[src/rtl/chunked_adder_seq_if.sv]
// Operand/result handshake bundle for chunked_adder_seq.
// The requester drives the master side and the adder sits on the slave side.
interface chunked_adder_seq_if #(
    parameter int WIDTH = 16
);
    logic             i_valid;
    logic             o_ready;
    logic [WIDTH-1:0] i_a;
    logic [WIDTH-1:0] i_b;
    logic             i_cin;
    logic             i_sub;
    logic             o_valid;
    logic             i_ready;
    logic [WIDTH-1:0] o_sum;
    logic             o_cout;
    logic             o_ovf;

    modport master (
        output i_valid, i_a, i_b, i_cin, i_sub, i_ready,
        input  o_ready, o_valid, o_sum, o_cout, o_ovf
    );

    modport slave (
        input  i_valid, i_a, i_b, i_cin, i_sub, i_ready,
        output o_ready, o_valid, o_sum, o_cout, o_ovf
    );
endinterface

[src/rtl/chunked_adder_seq.sv]
// Multi-cycle WIDTH-bit adder/subtractor that ripples the carry through one
// CHUNK-bit slice per clock, with valid/ready handshakes on both sides.
module chunked_adder_seq #(
    parameter int WIDTH = 16,
    parameter int CHUNK = 4
) (
    input logic                i_clk,
    input logic                i_rst_n,
    chunked_adder_seq_if.slave bus
);
    localparam int NCHUNK = WIDTH / CHUNK;
    localparam int IDXW   = (NCHUNK > 1) ? $clog2(NCHUNK) : 1;
    localparam logic [IDXW-1:0]  LAST_IDX   = IDXW'(NCHUNK - 1);
    localparam logic [WIDTH-1:0] CHUNK_MASK = WIDTH'({CHUNK{1'b1}});

    typedef enum logic [1:0] {
        IDLE,
        RUN,
        DONE
    } state_t;

    state_t            state_q, state_d;
    logic [IDXW-1:0]   idx_q, idx_d;
    logic [WIDTH-1:0]  a_q, a_d;
    logic [WIDTH-1:0]  b_q, b_d;
    logic [WIDTH-1:0]  sum_q, sum_d;
    logic              carry_q, carry_d;
    logic              cout_q, cout_d;
    logic              ovf_q, ovf_d;
    logic              valid_q, valid_d;

    int                chunkBase;
    logic [CHUNK-1:0]  aChunk;
    logic [CHUNK-1:0]  bChunk;
    logic [CHUNK-1:0]  chunkSum;
    logic              chunkCout;
    logic              carryIntoMsb;

    // Shifts rather than variable part-selects keep the slice extraction width-clean.
    always_comb begin
        chunkBase = int'(idx_q) * CHUNK;
        aChunk    = CHUNK'(a_q >> chunkBase);
        bChunk    = CHUNK'(b_q >> chunkBase);
        {chunkCout, chunkSum} = {1'b0, aChunk} + {1'b0, bChunk} + {{CHUNK{1'b0}}, carry_q};
        carryIntoMsb = aChunk[CHUNK-1] ^ bChunk[CHUNK-1] ^ chunkSum[CHUNK-1];
    end

    always_comb begin
        state_d = state_q;
        idx_d   = idx_q;
        a_d     = a_q;
        b_d     = b_q;
        sum_d   = sum_q;
        carry_d = carry_q;
        cout_d  = cout_q;
        ovf_d   = ovf_q;
        valid_d = valid_q;

        unique case (state_q)
            IDLE: begin
                if (bus.i_valid) begin
                    a_d     = bus.i_a;
                    b_d     = bus.i_sub ? ~bus.i_b : bus.i_b;
                    carry_d = bus.i_sub | bus.i_cin;
                    idx_d   = '0;
                    state_d = RUN;
                end
            end
            RUN: begin
                sum_d   = (sum_q & ~(CHUNK_MASK << chunkBase)) | (WIDTH'(chunkSum) << chunkBase);
                carry_d = chunkCout;
                idx_d   = idx_q + 1'b1;
                if (idx_q == LAST_IDX) begin
                    cout_d  = chunkCout;
                    ovf_d   = carryIntoMsb ^ chunkCout;
                    valid_d = 1'b1;
                    state_d = DONE;
                end
            end
            DONE: begin
                if (bus.i_ready) begin
                    valid_d = 1'b0;
                    state_d = IDLE;
                end
            end
            default: begin
                valid_d = 1'b0;
                state_d = IDLE;
            end
        endcase
    end

    always_ff @(posedge i_clk or negedge i_rst_n) begin
        if (!i_rst_n) begin
            state_q <= IDLE;
            idx_q   <= '0;
            a_q     <= '0;
            b_q     <= '0;
            sum_q   <= '0;
            carry_q <= 1'b0;
            cout_q  <= 1'b0;
            ovf_q   <= 1'b0;
            valid_q <= 1'b0;
        end else begin
            state_q <= state_d;
            idx_q   <= idx_d;
            a_q     <= a_d;
            b_q     <= b_d;
            sum_q   <= sum_d;
            carry_q <= carry_d;
            cout_q  <= cout_d;
            ovf_q   <= ovf_d;
            valid_q <= valid_d;
        end
    end

    assign bus.o_ready = (state_q == IDLE);
    assign bus.o_valid = valid_q;
    assign bus.o_sum   = sum_q;
    assign bus.o_cout  = cout_q;
    assign bus.o_ovf   = ovf_q;
endmodule

[src/flat_wrapper.sv]
// flat-port wrapper written by rule: the top's interface ports become plain ports
module chunked_adder_seq_flat 
#(
    parameter int WIDTH = 16,
    parameter int CHUNK = 4
)
  (i_clk, i_rst_n, bus_i_valid, bus_i_a, bus_i_b, bus_i_cin, bus_i_sub, bus_i_ready, bus_o_ready, bus_o_valid, bus_o_sum, bus_o_cout, bus_o_ovf);
  chunked_adder_seq_if #(.WIDTH(WIDTH)) bus_i ();
  input logic i_clk;
  input logic i_rst_n;
  input wire logic [$bits(bus_i.i_valid)-1:0] bus_i_valid;
  input wire logic [$bits(bus_i.i_a)-1:0] bus_i_a;
  input wire logic [$bits(bus_i.i_b)-1:0] bus_i_b;
  input wire logic [$bits(bus_i.i_cin)-1:0] bus_i_cin;
  input wire logic [$bits(bus_i.i_sub)-1:0] bus_i_sub;
  input wire logic [$bits(bus_i.i_ready)-1:0] bus_i_ready;
  output wire logic [$bits(bus_i.o_ready)-1:0] bus_o_ready;
  output wire logic [$bits(bus_i.o_valid)-1:0] bus_o_valid;
  output wire logic [$bits(bus_i.o_sum)-1:0] bus_o_sum;
  output wire logic [$bits(bus_i.o_cout)-1:0] bus_o_cout;
  output wire logic [$bits(bus_i.o_ovf)-1:0] bus_o_ovf;
  assign bus_i.i_valid = bus_i_valid;
  assign bus_i.i_a = bus_i_a;
  assign bus_i.i_b = bus_i_b;
  assign bus_i.i_cin = bus_i_cin;
  assign bus_i.i_sub = bus_i_sub;
  assign bus_i.i_ready = bus_i_ready;
  assign bus_o_ready = bus_i.o_ready;
  assign bus_o_valid = bus_i.o_valid;
  assign bus_o_sum = bus_i.o_sum;
  assign bus_o_cout = bus_i.o_cout;
  assign bus_o_ovf = bus_i.o_ovf;
  chunked_adder_seq #(.WIDTH(WIDTH), .CHUNK(CHUNK)) u_core (.i_clk(i_clk), .i_rst_n(i_rst_n), .bus(bus_i));
endmodule
[config.mk]
export PLATFORM = sky130hd
export DESIGN_NAME = chunked_adder_seq_flat
export DESIGN_NICKNAME = d
export VERILOG_FILES = /design/src/rtl/chunked_adder_seq_if.sv /design/src/rtl/chunked_adder_seq.sv /design/src/flat_wrapper.sv
export SDC_FILE = /design/constraint.sdc
export NUM_CORES = 1
export LEC_CHECK = 0
export BUFFER_PORTS_ARGS = -buffer_cell sky130_fd_sc_hd__buf_2
export CORE_ASPECT_RATIO = 0.75
export CORE_UTILIZATION = 49
export CTS_CLUSTER_DIAMETER = 150
export DETAILED_ROUTE_END_ITERATION = 16
export GPL_TIMING_DRIVEN = 0
export PLACE_DENSITY_LB_ADDON = 0.12
export SYNTH_ARGS = -nofsm -noshare
export SYNTH_HDL_FRONTEND = slang
export SYNTH_SLANG_ARGS = --single-unit
[constraint.sdc]
create_clock -name i_clk -period 2.6 [get_ports i_clk]
set_clock_uncertainty 0.2 [all_clocks]
set_input_delay 0.39 -clock i_clk [delete_from_list [all_inputs] [get_ports i_clk]]
set_output_delay 0.39 -clock i_clk [all_outputs]
set_load 0.005 [all_outputs]
* Yosys cells after proc, flatten, opt, wreduce, memory -nomap -nowiden
Cells that the tools add are included.
Storage, ports and cells: bits in registers 56, input port bits 38, output and inout port bits 20, logic and storage cells 50
Operators by class: add/sub/neg operators 3, eq/ne operators 6, shifts and indexed selects 4, muxes and demuxes 12, bitwise gates (word level) 9, reduce and logical (&&, ||, !) cells 7
Operators with widths (number):
- $not A16 Y16 | 2
- $shr A16 B4 Y4 | 2
- $and A16 B16 Y16 | 1
- $mux W16 | 1
- $or A16 B16 Y16 | 1
- $shl A4 B4 Y16 | 1
- $shl A4 B4 Y16 const A | 1
- $mux W2 | 4
- $pmux W2 S3 | 1
- $reduce_and A2 Y1 | 3
- $reduce_and A3 Y1 | 2
- $add A4 B4 Y5 | 1
- $add A5 B1 Y5 | 1
- $eq A2 B2 Y1 const B | 2
- $ne A2 B2 Y1 const B | 2
- $pmux W2 S2 | 1
- $mux W1 | 3
- $pmux W1 S3 | 1
- $xor A1 B1 Y1 | 3
- $add A2 B1 Y2 const B | 1
- $eq A2 B1 Y1 const B | 1
- $logic_not A2 Y1 | 1
- $ne A2 B1 Y1 const B | 1
- $pmux W1 S2 | 1
- 3 further kinds | 3

* Logic depth before layout (Yosys ltp)
depth in word-level cells 5, gate-level depth with buffers 8, depth with buffers taken out 7

* Worst setup path before layout
Ideal clock, no wire load.
kind reg2reg, start register u_core.idx_q[0], end register u_core.ovf_q (netlist: u_core.bus.o_ovf), setup time 124 ps, arrival 2562 ps, required time 2276 ps, slack -286 ps, cell stages (with the launch flop) 9, path buffers 1, clock period less this slack 2886 ps, cell sequence dfrtp_1 -> buf_6 -> mux4_1 -> fa_1 -> fa_1 -> a21o_1 -> a21oi_2 -> xnor2_1 -> o21ai_1
Between the ends: longest elaborated chain between the ends 5, elaborated cells between the ends (all ways) 9, classes of those cells add/sub (2); eq/ne (1); shift (2); bitwise (3); reduce/logical (1)
Ends and longest elaborated chain:
- start, declared | line chunked_adder_seq.sv:23 | logic [IDXW-1:0] idx_q, idx_d;
- start signal, assigned | line chunked_adder_seq.sv:106 | idx_q <= idx_d;
- $shr A16 B4 Y4 (on tied branches) | line chunked_adder_seq.sv:42, chunked_adder_seq.sv:43
- $add A4 B4 Y5 | line chunked_adder_seq.sv:44 | {chunkCout, chunkSum} = {1'b0, aChunk} + {1'b0, bChunk} + {{CHUNK{1'b0}}, carry_q};
- $add A5 B1 Y5 | line chunked_adder_seq.sv:44
- $xor A1 B1 Y1 | line chunked_adder_seq.sv:45 | carryIntoMsb = aChunk[CHUNK-1] ^ bChunk[CHUNK-1] ^ chunkSum[CHUNK-1];
- $xor A1 B1 Y1 | line chunked_adder_seq.sv:75 | ovf_d = carryIntoMsb ^ chunkCout;
- end signal, assigned | line chunked_adder_seq.sv:112 | ovf_q <= ovf_d;
- end, declared | line chunked_adder_seq.sv:29 | logic ovf_q, ovf_d;
Several ways; a longest one is shown, not always the timed one. A chain may end at the register's enable or synchronous reset.

* Final worst setup path
Same ends and word-level chain as after synthesis.

==> flow_summary.rst <==
.. list-table::
   :header-rows: 1

   * - Metric
     - Value
   * - Status
     - finished with violations
   * - Violations in the final reports
     - setup timing
   * - Final setup margin
     - -0.1108 ns
   * - DP Worst Slack
     - -0.3580 ns
   * - Half-perimeter wire length of the detailed placement result
     - around 3.9 mm
   * - Highest attainable clock frequency
     - 0.3689 GHz
   * - Die ar.
     - about 5800 um2
   * - Max-Cap Viols
     - 0
   * - Number of vias in the routed layout
     - about 1900
   * - R2r endpoint
     - u_core.bus.o_ovf
   * - Seq/Total Area, Yosys
     - 52.14%
   * - Critical Path End Type
     - flip-flop
   * - Initial core utilization
     - roughly 53%
   * - Element type at the critical path start
     - flip-flop
   * - Worst Max-Slew Pin Slew
     - 0.6862 ns
   * - Number of distinct library cells after synthesis
     - 30
   * - Number of buffer and inverter stages on the critical path
     - 1
   * - Path type of the worst min-delay path
     - input pin to flip-flop
   * - Sequence of cells on the critical path
     - buf_12 -> mux4_2 -> fa_2 -> fa_2 -> a21o_1 -> a21oi_4 -> xnor2_1 -> o21ai_1
   * - Largest incremental delay on the critical path
     - 0.52 ns
   * - Cell chosen for the clock root
     - sky130_fd_sc_hd__clkbuf_8
   * - Placeable Area
     - 5092 um2
   * - Number of warnings printed during yosys synthesis
     - 0
   * - Number of buffers added on ports
     - 56
   * - Post-DRT Antenna Nets
     - 0
   * - Crit Path Category
     - flip-flop to flip-flop
   * - Combined flip-flop and latch cell area
     - 1403 um2
   * - Boundary pin count
     - 58
   * - Clock buffers created by TritonCTS
     - 5
   * - Cell count of the worst reg-to-reg path
     - 8
   * - Cell with the largest stage delay on the worst path
     - sky130_fd_sc_hd__mux4_2
   * - Number of antenna diodes
     - 0
   * - Antenna violations before repair
     - 0
   * - Post-layout net count
     - 355
   * - Launch instance of the worst min-delay path
     - bus_i_a[8]
   * - Count of standard-cell rows
     - 22
   * - Clock transition time at the flip-flop clock pins of the worst setup and hold paths
     - about 0.09 ns
   * - # setup viols final
     - 7
   * - Gr usage total
     - 22.31%
   * - Worst Hold Path Cells
     - 3
   * - Clock tree from TritonCTS
     - yes
   * - Synth Area per Inst
     - 11.34 um2
   * - Final critical-path required period
     - 2.711 ns
   * - Area delta synth->final
     - 22.49%
   * - Share of final-layout standard cells stronger than drive strength 1
     - 33.66%
   * - Post-synthesis instance total
     - 237
   * - Number of vias per cell
     - 5.037
   * - Number of iterations in the first detailed-routing pass
     - 4
   * - CP delay by family, top
     - adder cells
   * - Violation count after the first detailed-route iteration
     - between 100 and 150
   * - Cell area after layout
     - 3292 um2
   * - Chip height
     - 66.14 um
   * - Endpoints failing hold
     - 0
   * - Gr ovfl total
     - 0
   * - Post-synthesis instance area
     - 2688 um2
   * - Cell repeated most along the worst path
     - sky130_fd_sc_hd__fa_2
   * - Slack of the worst reg-to-reg path
     - -0.11 ns
   * - Total of flip-flops plus latches after synthesis
     - 56
   * - Count of H-tree levels built during CTS
     - 2
   * - # clock sinks
     - 56
   * - Final worst path period share
     - 104.3%
   * - Power density relative to cell area
     - around 1500 nW/um2
   * - DRC violation count after routing
     - 0
   * - Horizontal die dimension
     - 87.52 um
   * - Tightest slew margin relative to the limit
     - 54.25%
   * - Max-slew violation total from the final report
     - 0
   * - Maximum fanout along the worst path
     - 5
   * - Final Routed Wirelength
     - 5.723 mm
   * - Vias in the first global route
     - 1818
   * - Area of combinational cells with multiple inputs
     - 1241 um2
   * - Reported leakage power
     - approximately 1.6 nW
   * - Maximum number of pins on one net before global-route repair
     - 57
   * - Routed wirelength normalized by instance count
     - around 15 um
   * - Latest clock arrival within the worst-skew pair
     - roughly 0.32 ns
   * - Post-detailed-placement cell area
     - just over 3000 um2
   * - Worst ir drop on vdd
     - 0.6011 mV
   * - Post-synthesis net count
     - 284
   * - Min-Delay Endpoint
     - u_core.a_q[8]
   * - Count of filler cells inserted in the layout
     - 418
   * - Final RePlAce weighted congestion
     - approximately 0.75
   * - Required arrival time at the worst endpoint
     - 2.60 ns
   * - CTS max path bufs
     - 2
   * - Arrival time reported for the critical path endpoint
     - 2.71 ns
   * - Unrepaired setup endpoints after global routing
     - true
   * - Reg2Reg Launch Point
     - u_core.idx_q[0]
   * - First-pass GRT wire length
     - about 9 mm
## per-layer routing
layer / GRT usage, % / vias up / share of wire, %
met5: 0 / - / 0
met4: 6.762 / 0 / 0.52
met3: 6.117 / 2 / 3.5
met2: 32.62 / 38 / 45
met1: 32.42 / 933 / 51
li1: - / 946 / -
## layout make-up
cell class	count	area share, %
Buffer	12	2.851
Multi-Input combinational cell	167	37.70
Clock buffer	6	2.204
Clock inverter	2	1.064
Sequential cell	56	42.61
Tap cell	72	2.737
Timing Repair Buffer	64	10.60
Inverter	2	0.2280
## worst max-delay path by stage
stage          cells past startpoint       startpoint               end  slack, ns
6_report                           8  u_core.idx_q[0]  u_core.bus.o_ovf      -0.11
2_1_floorplan                      8  u_core.idx_q[0]  u_core.bus.o_ovf      -0.11
4_1_cts                            8  u_core.idx_q[0]  u_core.bus.o_ovf      -0.11
3_3_place_gp                       8  u_core.idx_q[0]  u_core.bus.o_ovf      -0.36
5_1_grt                            8  u_core.idx_q[0]  u_core.bus.o_ovf      -0.17
3_5_place_dp                       8  u_core.idx_q[0]  u_core.bus.o_ovf      -0.36
## metrics by stage
step / setup TNS [ns] / cells / utilization [%] / hold slack, ns / power (W)
after floorplan: -0.1591 / 237 / - / -0.1056 / 0.003181
after detailed placement: -3.776 / 365 / 60.00 / 0.2619 / 0.003873
after CTS: -0.4063 / 378 / 63.32 / 0.05039 / 0.004625
final: -0.4902 / 381 / 64.64 / 0.05907 / 0.004933
after global routing: -1.092 / 381 / 64.64 / 0.04047 / 0.005304
after global placement: -3.849 / 365 / 60.00 / 0.2527 / 0.003828
## state kept, by name (all words and copies together) (netlist names)
signal	cells
u_core.a_q	16
u_core.b_q	16
u_core.bus.o_cout	1
u_core.bus.o_ovf	1
u_core.bus.o_sum	16
u_core.bus.o_valid	1
u_core.carry_q	1
u_core.idx_q	2
u_core.state_q	2
## where the power goes
part	total (W)	leakage (nW)	switching (W)	internal, W
Clock	0.000567	0.0552	0.000280	0.000286
Combinational	0.00284	0.882	0.00147	0.00137
Sequential	0.00153	0.695	0.000238	0.00129
## placed cells by master (no fill, tap or decap), drive strengths merged
cell type | Yosys | routed
fa | 2 | 2
inv | 2 | 2
nand3 | 2 | 2
clkbuf | 0 | 6
ha | 7 | 7
o31ai | 1 | 1
nor2 | 2 | 2
nand2b | 1 | 1
o211ai | 1 | 1
and2 | 1 | 1
dlygate4sd3 | 0 | 1
dfrtp | 56 | 56
o21ai | 22 | 22
buf | 12 | 75
a21oi | 3 | 3
a21o | 2 | 2
clkinv | 0 | 1
xnor2 | 18 | 18
nand2 | 75 | 75
xor2 | 1 | 1
a22o | 16 | 16
nor3 | 4 | 4
bufinv | 0 | 1
mux4 | 8 | 8
and2b | 1 | 1
## logic make-up (layout without fill, tap and decap cells)
kind of cell	count (synthesis)	in the layout	share of synthesized area [%]
XOR/XNOR	19	19	6.192
AND/OR/NAND/NOR	86	86	14.29
buffers and inverters	14	86	3.352
flip-flops	56	56	52.14
AO/OA/AOI/OAI	45	45	11.73
adder cells (fa/ha/maj)	9	9	4.749
multiplexers	8	8	7.542
## tightest hold or removal path, stage by stage
cell	delay, ns
sky130_fd_sc_hd__buf_2	0.07
sky130_fd_sc_hd__nand2_1	0.04
sky130_fd_sc_hd__nand2_1	0.04
## timing repair
item                                    CTS  global route
buffers inserted                          5             2
pin swaps                                 1             6
endpoints found under the hold margin     0            56
resized for setup                         7             7
hold buffers                              0             1
endpoints found under the setup margin   15            11
## cell usage after synthesis, drive strengths merged
cell type	instances	area share (%)
xnor2	18	5.9
nand2b	1	0.23
and2	1	0.23
ha	7	3.3
xor2	1	0.33
a22o	16	5.2
o211ai	1	0.28
buf	12	3.1
mux4	8	7.5
inv	2	0.28
a21oi	3	1.1
nor3	4	2.2
dfrtp	56	52
nand2	75	11
nor2	2	0.37
o31ai	1	0.47
and2b	1	0.33
fa	2	1.5
o21ai	22	4.1
nand3	2	0.37
a21o	2	0.56
No activity file was read; power rests on OpenSTA's default activity.
